`config.mk`:
```
export PLATFORM = sky130hd
export DESIGN_NAME = xor_unit_pipe
export DESIGN_NICKNAME = d
export VERILOG_FILES = /design/src/rtl/xor_unit_pkg.sv /design/src/rtl/xor_bcast_n.sv /design/src/rtl/xor_unit_pipe.sv
export SDC_FILE = /design/constraint.sdc
export NUM_CORES = 1
export LEC_CHECK = 0
export ABC_AREA = 1
export ABC_CLOCK_PERIOD_IN_PS = 2100
export CAP_MARGIN = 25
export CELL_PAD_IN_SITES_DETAIL_PLACEMENT = 0
export CELL_PAD_IN_SITES_GLOBAL_PLACEMENT = 1
export CORE_MARGIN = 8
export CORE_UTILIZATION = 31
export CTS_BUF_LIST = sky130_fd_sc_hd__clkbuf_16
export DETAILED_ROUTE_END_ITERATION = 16
export GPL_TIMING_DRIVEN = 0
export HOLD_SLACK_MARGIN = 0.03
export MAX_ROUTING_LAYER = met4
export PLACE_DENSITY_LB_ADDON = 0.1
export REMOVE_ABC_BUFFERS = 1
export SLEW_MARGIN = 20
export SYNTH_ARGS = -nofsm -noshare
export SYNTH_HDL_FRONTEND = slang
export SYNTH_SLANG_ARGS = --single-unit
```
`constraint.sdc`:
```
create_clock -name clk -period 2.1 [get_ports clk]
set_input_delay 0.42 -clock clk [delete_from_list [all_inputs] [get_ports clk]]
set_output_delay 0.42 -clock clk [all_outputs]
set_load 0.02 [all_outputs]
```
`src/rtl/xor_unit_pkg.sv`:
```
// Shared definitions for the XOR unit: operation encodings and default widths.
// Latency: none (package only).
// Backpressure: not applicable.
package xor_unit_pkg;

  // Operation select carried on in_op.
  typedef enum logic [1:0] {
    OP_BCAST = 2'd0,
    OP_VEC   = 2'd1,
    OP_NEG   = 2'd2,
    OP_ACC   = 2'd3
  } op_e;

  localparam int XOR_WIDTH_DEF = 16;
  localparam int XOR_CNT_W_DEF = 8;

endpackage

```
`src/rtl/xor_bcast_n.sv`:
```
// Broadcast XOR gate array: every bit of a is XORed with the single bit b.
// Latency: combinational.
// Backpressure: none (pure logic).
// Ports: a (WIDTH operand), b (broadcast bit), y (WIDTH result).
module xor_bcast_n #(
  parameter int WIDTH = 16
) (
  input  logic [WIDTH-1:0] a,
  input  logic             b,
  output logic [WIDTH-1:0] y
);

  assign y = a ^ {WIDTH{b}};

endmodule

```
`src/rtl/xor_unit_pipe.sv`:
```
// Pipelined XOR unit: broadcast XOR, vector XOR, conditional negate, XOR-accumulate.
// Latency: 1 cycle from accept to out_valid; one result per cycle when out_ready stays high.
// Backpressure: one-deep output register; in_ready = !out_valid || out_ready.
// Ports: clk/rst_n (sync active-low), in_* operand handshake, acc_clr, out_* result
// handshake with out_zero, acc_q accumulator view, txn_cnt saturating accept count.
// Optional macro XOR_UNIT_PARITY_EN adds out_parity (reduction XOR of the result).
module xor_unit_pipe
  import xor_unit_pkg::*;
#(
  parameter int WIDTH = XOR_WIDTH_DEF,
  parameter int CNT_W = XOR_CNT_W_DEF
) (
  input  logic             clk,
  input  logic             rst_n,
  input  logic             in_valid,
  output logic             in_ready,
  input  logic [1:0]       in_op,
  input  logic [WIDTH-1:0] in_a,
  input  logic             in_b,
  input  logic [WIDTH-1:0] in_bv,
  input  logic             acc_clr,
  output logic             out_valid,
  input  logic             out_ready,
  output logic [WIDTH-1:0] out_data,
  output logic             out_zero,
  output logic [WIDTH-1:0] acc_q,
  output logic [CNT_W-1:0] txn_cnt
`ifdef XOR_UNIT_PARITY_EN
  ,
  output logic             out_parity
`endif
);

  logic             accept;
  logic             acc_accept;
  logic [WIDTH-1:0] bcast_y;
  logic [WIDTH-1:0] inv_a;
  logic [WIDTH-1:0] acc_base;
  logic [WIDTH-1:0] result;

  // Output register frees up in the same cycle it is drained.
  assign in_ready   = !out_valid || out_ready;
  assign accept     = in_valid && in_ready;
  assign acc_accept = accept && (in_op == OP_ACC);

  // Clear takes effect before the XOR so a same-cycle ACC starts from zero.
  assign acc_base = acc_clr ? '0 : acc_q;

  xor_bcast_n #(.WIDTH(WIDTH)) u_bcast (
    .a (in_a),
    .b (in_b),
    .y (bcast_y)
  );

  // Same gate array with b tied high gives ~a for the negate path.
  xor_bcast_n #(.WIDTH(WIDTH)) u_inv (
    .a (in_a),
    .b (1'b1),
    .y (inv_a)
  );

  always_comb begin
    result = bcast_y;
    case (in_op)
      OP_BCAST: result = bcast_y;
      OP_VEC:   result = in_a ^ in_bv;
      // Wraps modulo 2^WIDTH, so the most negative value maps to itself.
      OP_NEG:   result = in_b ? (inv_a + WIDTH'(1)) : in_a;
      OP_ACC:   result = acc_base ^ in_a;
    endcase
  end

  always_ff @(posedge clk) begin
    if (!rst_n) begin
      out_valid <= 1'b0;
      out_data  <= '0;
      out_zero  <= 1'b1;
      acc_q     <= '0;
      txn_cnt   <= '0;
    end else begin
      if (accept) begin
        out_valid <= 1'b1;
        out_data  <= result;
        out_zero  <= (result == '0);
      end else if (out_ready) begin
        out_valid <= 1'b0;
      end

      if (acc_accept) begin
        acc_q <= result;
      end else if (acc_clr) begin
        acc_q <= '0;
      end

      if (accept && (txn_cnt != '1)) begin
        txn_cnt <= txn_cnt + CNT_W'(1);
      end
    end
  end

`ifdef XOR_UNIT_PARITY_EN
  always_ff @(posedge clk) begin
    if (!rst_n) begin
      out_parity <= 1'b0;
    end else if (accept) begin
      out_parity <= ^result;
    end
  end
`endif

endmodule

```
Word level (Yosys, flattened, before mapping):

Cells that the tools add are included.

* bits in registers: 42
* latch bits: 0
* RAM bits: 0
* bits in read-only memories: 0
* bits of input ports: 40
* output and inout bits: 43
* memories: 0

* add/subtract/negate cells: 2
* multipliers: 0
* div/mod/pow operators: 0
* magnitude comparators: 0
* equality and inequality tests: 4
* shift-type cells: 0
* muxes and demuxes: 6
* bitwise operators: 4
* reduce and logical (&&, ||, !) cells: 8

Operator list (number)
* 16-bit case mux with 4 select lines: 1
* 16-bit 2-to-1 mux: 3
* 16-bit XOR: 3
* 16-bit by 1-bit adder with 16-bit output (second input constant): 1
* 16-bit logical NOT: 1
* 16-bit NOT: 1
* 8-bit by 1-bit adder with 8-bit output (second input constant): 1
* 8-bit inequality test (second input constant): 1
* 2-bit equality test (second input constant): 2
* 1-bit logical AND: 3
* 2-bit by 1-bit equality test with 1-bit output (second input constant): 1
* 2-bit logical NOT: 1
* 1-bit 2-to-1 mux: 2
* 2-bit nonzero test: 1
* 1-bit logical NOT: 1
* 1-bit logical OR: 1

Logic depth before layout (Yosys ltp):

* word-level depth: 5
* mapped depth: 15

Modules after synthesis:

A second synthesis with hierarchy kept.

* cell total of the unflattened synthesis: 691
* area total of the unflattened synthesis: 3742.3 sq um

Modules (own cells, without submodules)
* xor_unit_pipe: times used 1, cells an instance 555, area an instance 3156.8 sq um, seq. area each 840.8 sq um
* xor_bcast_n: times used 2, cells an instance 68, area an instance 292.8 sq um, seq. area each 0.0 sq um

Least setup slack after synthesis:

Ideal clock, no wire load.

* path kind: register to register
* from: reg out_valid
* to: reg acc_q[11]
* data arrival time: 1.634 ns
* setup slack: 0.351 ns
* cell stages (with the launch flop): 10
* path buffers: 2
* period minus slack after synthesis: 1.749 ns
* cells stage by stage: dfxtp_1 -> nand2_1 -> nand2_1 -> clkbuf_1 -> nor2_1 -> inv_1 -> clkbuf_1 -> a21oi_1 -> o21ai_0 -> inv_1

* word-level cells in the longest chain between the ends: 5

Ends and longest elaborated chain
* from (decl): line xor_unit_pipe.sv:22 `output logic out_valid,`
* from (signal assigned): line xor_unit_pipe.sv:75 `out_valid <= 1'b0;`
* from (signal assigned): line xor_unit_pipe.sv:82 `out_valid <= 1'b1;`
* from (signal assigned): line xor_unit_pipe.sv:86 `out_valid <= 1'b0;`
* 1-bit logical NOT: line xor_unit_pipe.sv:42 `assign in_ready = !out_valid || out_ready;`
* 1-bit logical OR: line xor_unit_pipe.sv:42
* via in_ready: line xor_unit_pipe.sv:16 `output logic in_ready,`
* 1-bit logical AND: line xor_unit_pipe.sv:43 `assign accept = in_valid && in_ready;`
* 1-bit logical AND: line xor_unit_pipe.sv:44 `assign acc_accept = accept && (in_op == OP_ACC);`
* 16-bit 2-to-1 mux: line xor_unit_pipe.sv:89 `if (acc_accept) begin`
* to (signal assigned): line xor_unit_pipe.sv:90 `acc_q <= result;`
* to (decl): line xor_unit_pipe.sv:26 `output logic [WIDTH-1:0] acc_q,`

The timed path passes the listed nets, and every way through them passes these cells.
A chain may end at the register's enable or synchronous reset.

Worst setup path in the final report:

* from: in acc_clr
* to: reg out_zero

* word-level cells in the longest chain between the ends: 4

Ends and longest elaborated chain
* from (decl): line xor_unit_pipe.sv:21 `input logic acc_clr,`
* 16-bit 2-to-1 mux
* 16-bit XOR: line xor_unit_pipe.sv:69 `OP_ACC: result = acc_base ^ in_a;`
* 16-bit case mux with 4 select lines: line xor_unit_pipe.sv:64 `case (in_op)`
* 16-bit logical NOT: line xor_unit_pipe.sv:84 `out_zero <= (result == '0);`
* to (signal assigned): line xor_unit_pipe.sv:84
* to (decl): line xor_unit_pipe.sv:25 `output logic out_zero,`

No other way between the ends.

==> impl_metrics.yaml <==
timing:
  fin_worst_skew_ns: 0.00510
  setup_viol: 0
  fin_crit_ns: 1.95
  rsz0062_at_grt: "true"
  timing.fmax_mhz: 514
  post-route-period-util: 0.926
  maxSlewHeadroom: 0.411
  drv_slew: 0
  hold_viol: 0
  worstMarginPinSlew_ns: 0.884
  setup_ws_ns: 0.155
logic_synthesis:
  yosysSeqAreaShare: 0.319
  synth_area_um2: 2640
  syn_area_per_cell_um2: 5.88
  synthTopCellsByArea: "dfxtp_1, nand2_1, inv_1"
  ys_ff_latch: 42
  yosysWarnings: 0
  syn_inst: 449
  synth_largest_area_cell: "dfxtp_1"
  ys_types: 25
  yosysTopAreaCellShare: 0.319
detailed_routing:
  vias: 2995
  drt_drc_violations_left: 0
  ant_nets: 0
  drtIter0Drc: 133
  viasPerCell: 4.72
  drtPass1Iterations: 4
  wl_per_cell_um: 13.9
  drt-total-wl_um: 8810
clock_tree:
  cts_tree: "done"
  cts.path.max_buffers: 2
  hold_buffers: 0
  ctsRootBufferMaster: "clkbuf_16"
  cts_max_level: 2
  cts_buffers: 5
  cts.sinks: 42
  insertion_delay_ns: 0.28
  clk_pin_slew_ns: 0.05
worst_setup_path:
  cp_max_fo: 11
  critPathRequiredTime_ns: 2.32
  r2r-end: "txn_cnt[7]"
  cp_cell_sequence: "dlygate4sd2_1, clkinvlp_4, buf_4, nand2_1, nand2_1, nand3_1, nand2_1, nand3_1, nand2_1, nor2_1, nand3_1, nor2_1, nand2_1, nand2_1"
  crit_type: "in -> reg"
  cpMostUsedCell: "nand2_1"
  crit_arrival_ns: 2.16
  end_kind: "flip-flop"
  cp-start-kind: "input port"
  cpMaxStageDelayCell: "dlygate4sd2_1"
  rrSetupSlack_ns: 0.29
  worstRegToRegCells: 9
  r2r_start: "txn_cnt[0]"
  max_stage_delay_ns: 0.47
global_routing:
  grt_pass1_wl_um: 13900
  grt_antenna_before_repair: 0
  grt_pass1_vias: 2784
  grt.total_usage: 0.153
  grt_start_max_net_pins: 27
  overflow: 0
final_layout:
  n_fill_cell: 895
  utilization: 0.458
  register_area_um2: 841
  antenna_cells: 0
  multi_input_area_um2: 1490
  final_area_um2: 3760
  mostFrequentLayoutCells: "nand2_1, clkdlybuf4s50_1, inv_1"
  drive_gt1_frac: 0.0774
  layout-area-overhead-vs-synth_pct: 42.6
  layout.nets: 571
  layout_commonest_cell: "nand2_1"
floorplanning:
  rows: 33
  fp.coreArea_um2: 8220
  fp.dieArea_um2: 11700
  fp.dieW_um: 108
  ios: 83
  start_util: 0.321
  chipHeight_um: 108
status:
  status: "finished clean"
placed_design:
  portBuffers: 82
  placed_cell_area_um2: 3520
  gp_congestion: 0.802
  dpl.hpwl_um: 6840
  dp_slack_ns: -0.858
worst_hold_path:
  min-delay-start: "txn_cnt[4]"
  min_path_type: "reg -> reg"
  holdPathStages: 2
  min_to: "txn_cnt[4]"
power_and_ir_drop:
  p_leak_nw: 1.77
  power_density_nw_per_um2: 575
  irDropWorstVdd_uv: 364
job:
  cap_violations: 0
-- worst max path at each step --
stage / start / to / slack (ns)
finish: acc_clr / out_zero / 0.15
global route: acc_clr / out_zero / -0.07
CTS: rst_n / out_data[6] / 0.03
detailed placement: out_ready / acc_q[7] / -0.86
global placement: in_op[0] / acc_q[6] / -0.83
floorplan: out_valid / txn_cnt[7] / 0.09
-- synthesized netlist by cell type --
master and n:
nor2_2 1, dfxtp_1 42, ha_1 2, clkinv_1 2, inv_2 5, or2_2 1
o21ai_0 31, a21oi_2 2, nor2_4 1, nor3_1 2, buf_6 1, nor2_1 38
inv_1 66, buf_4 1, nand2_1 142, or2_1 1, o211ai_1 12, nand3_1 43
o21ai_1 3, nor4_1 1, clkbuf_1 11, nand4_1 7, a21oi_1 27, buf_2 3
nand3b_1 4
-- cell families (layout without fill, tap and decap cells) --
| logic type | Yosys count | after routing | synth area share |
|---|---|---|---|
| buffers and inverters | 89 | 170 | 0.132 |
| adders and majority gates | 2 | 2 | 0.00948 |
| AOI/OAI and AO/OA | 75 | 75 | 0.156 |
| DFF | 42 | 42 | 0.319 |
| and+or+nand+nor | 241 | 241 | 0.383 |
-- metal layers --
metal  track usage  up-vias  routed length (µm)
met4        0.0235        0                  33
li1              -     1591                   -
met3        0.0291        5                 439
met5             -        -                   0
met1         0.209     1332                4460
met2         0.231       67                3880
-- flip-flops by register name (all words and copies together), names as in the netlist --
register	count
acc_q	16
out_data	16
txn_cnt	8
out_valid	1
out_zero	1
-- final cells by class --
class	instances	area share
inverters	73	0.0781
clock inverters	3	0.00332
repair inverters	3	0.00598
repair buffers	86	0.224
flip-flops and latches	42	0.223
clock buffers	5	0.0332
well taps	105	0.0349
multi-input cells	318	0.397
-- power by group --
part	internal (mW)	switching [mW]	total, mW
combinational	0.238	0.341	0.579
clock	0.429	0.289	0.718
sequential	0.841	0.0279	0.869
-- worst max-delay path, delay by kind of cell --
kind	cells	cell delay [ns]
simple gates	11	0.94
buf+inv	3	0.81
-- stage by stage --
| step | cells | hold WS [ns] | power (mW) | setup TNS, ns |
|---|---|---|---|---|
| final | 635 | 0.462 | 2.17 | 0 |
| after global routing | 635 | 0.494 | 2.30 | -0.0710 |
| after CTS | 633 | 0.467 | 2.18 | 0 |
| after detailed placement | 620 | 0.459 | 1.45 | -28.75 |
| after floorplan | 433 | 0.529 | 1.18 | 0 |
| after global placement | 620 | 0.453 | 1.45 | -27.81 |
-- repair_timing --
item	CTS	global route
endpoints found under the hold margin	0	0
gates cloned	3	0
endpoints found under the setup margin	41	27
pin swaps	1	4
gates resized for setup	20	23
setup buffers	2	2
No activity file was read; power rests on OpenSTA's default activity.
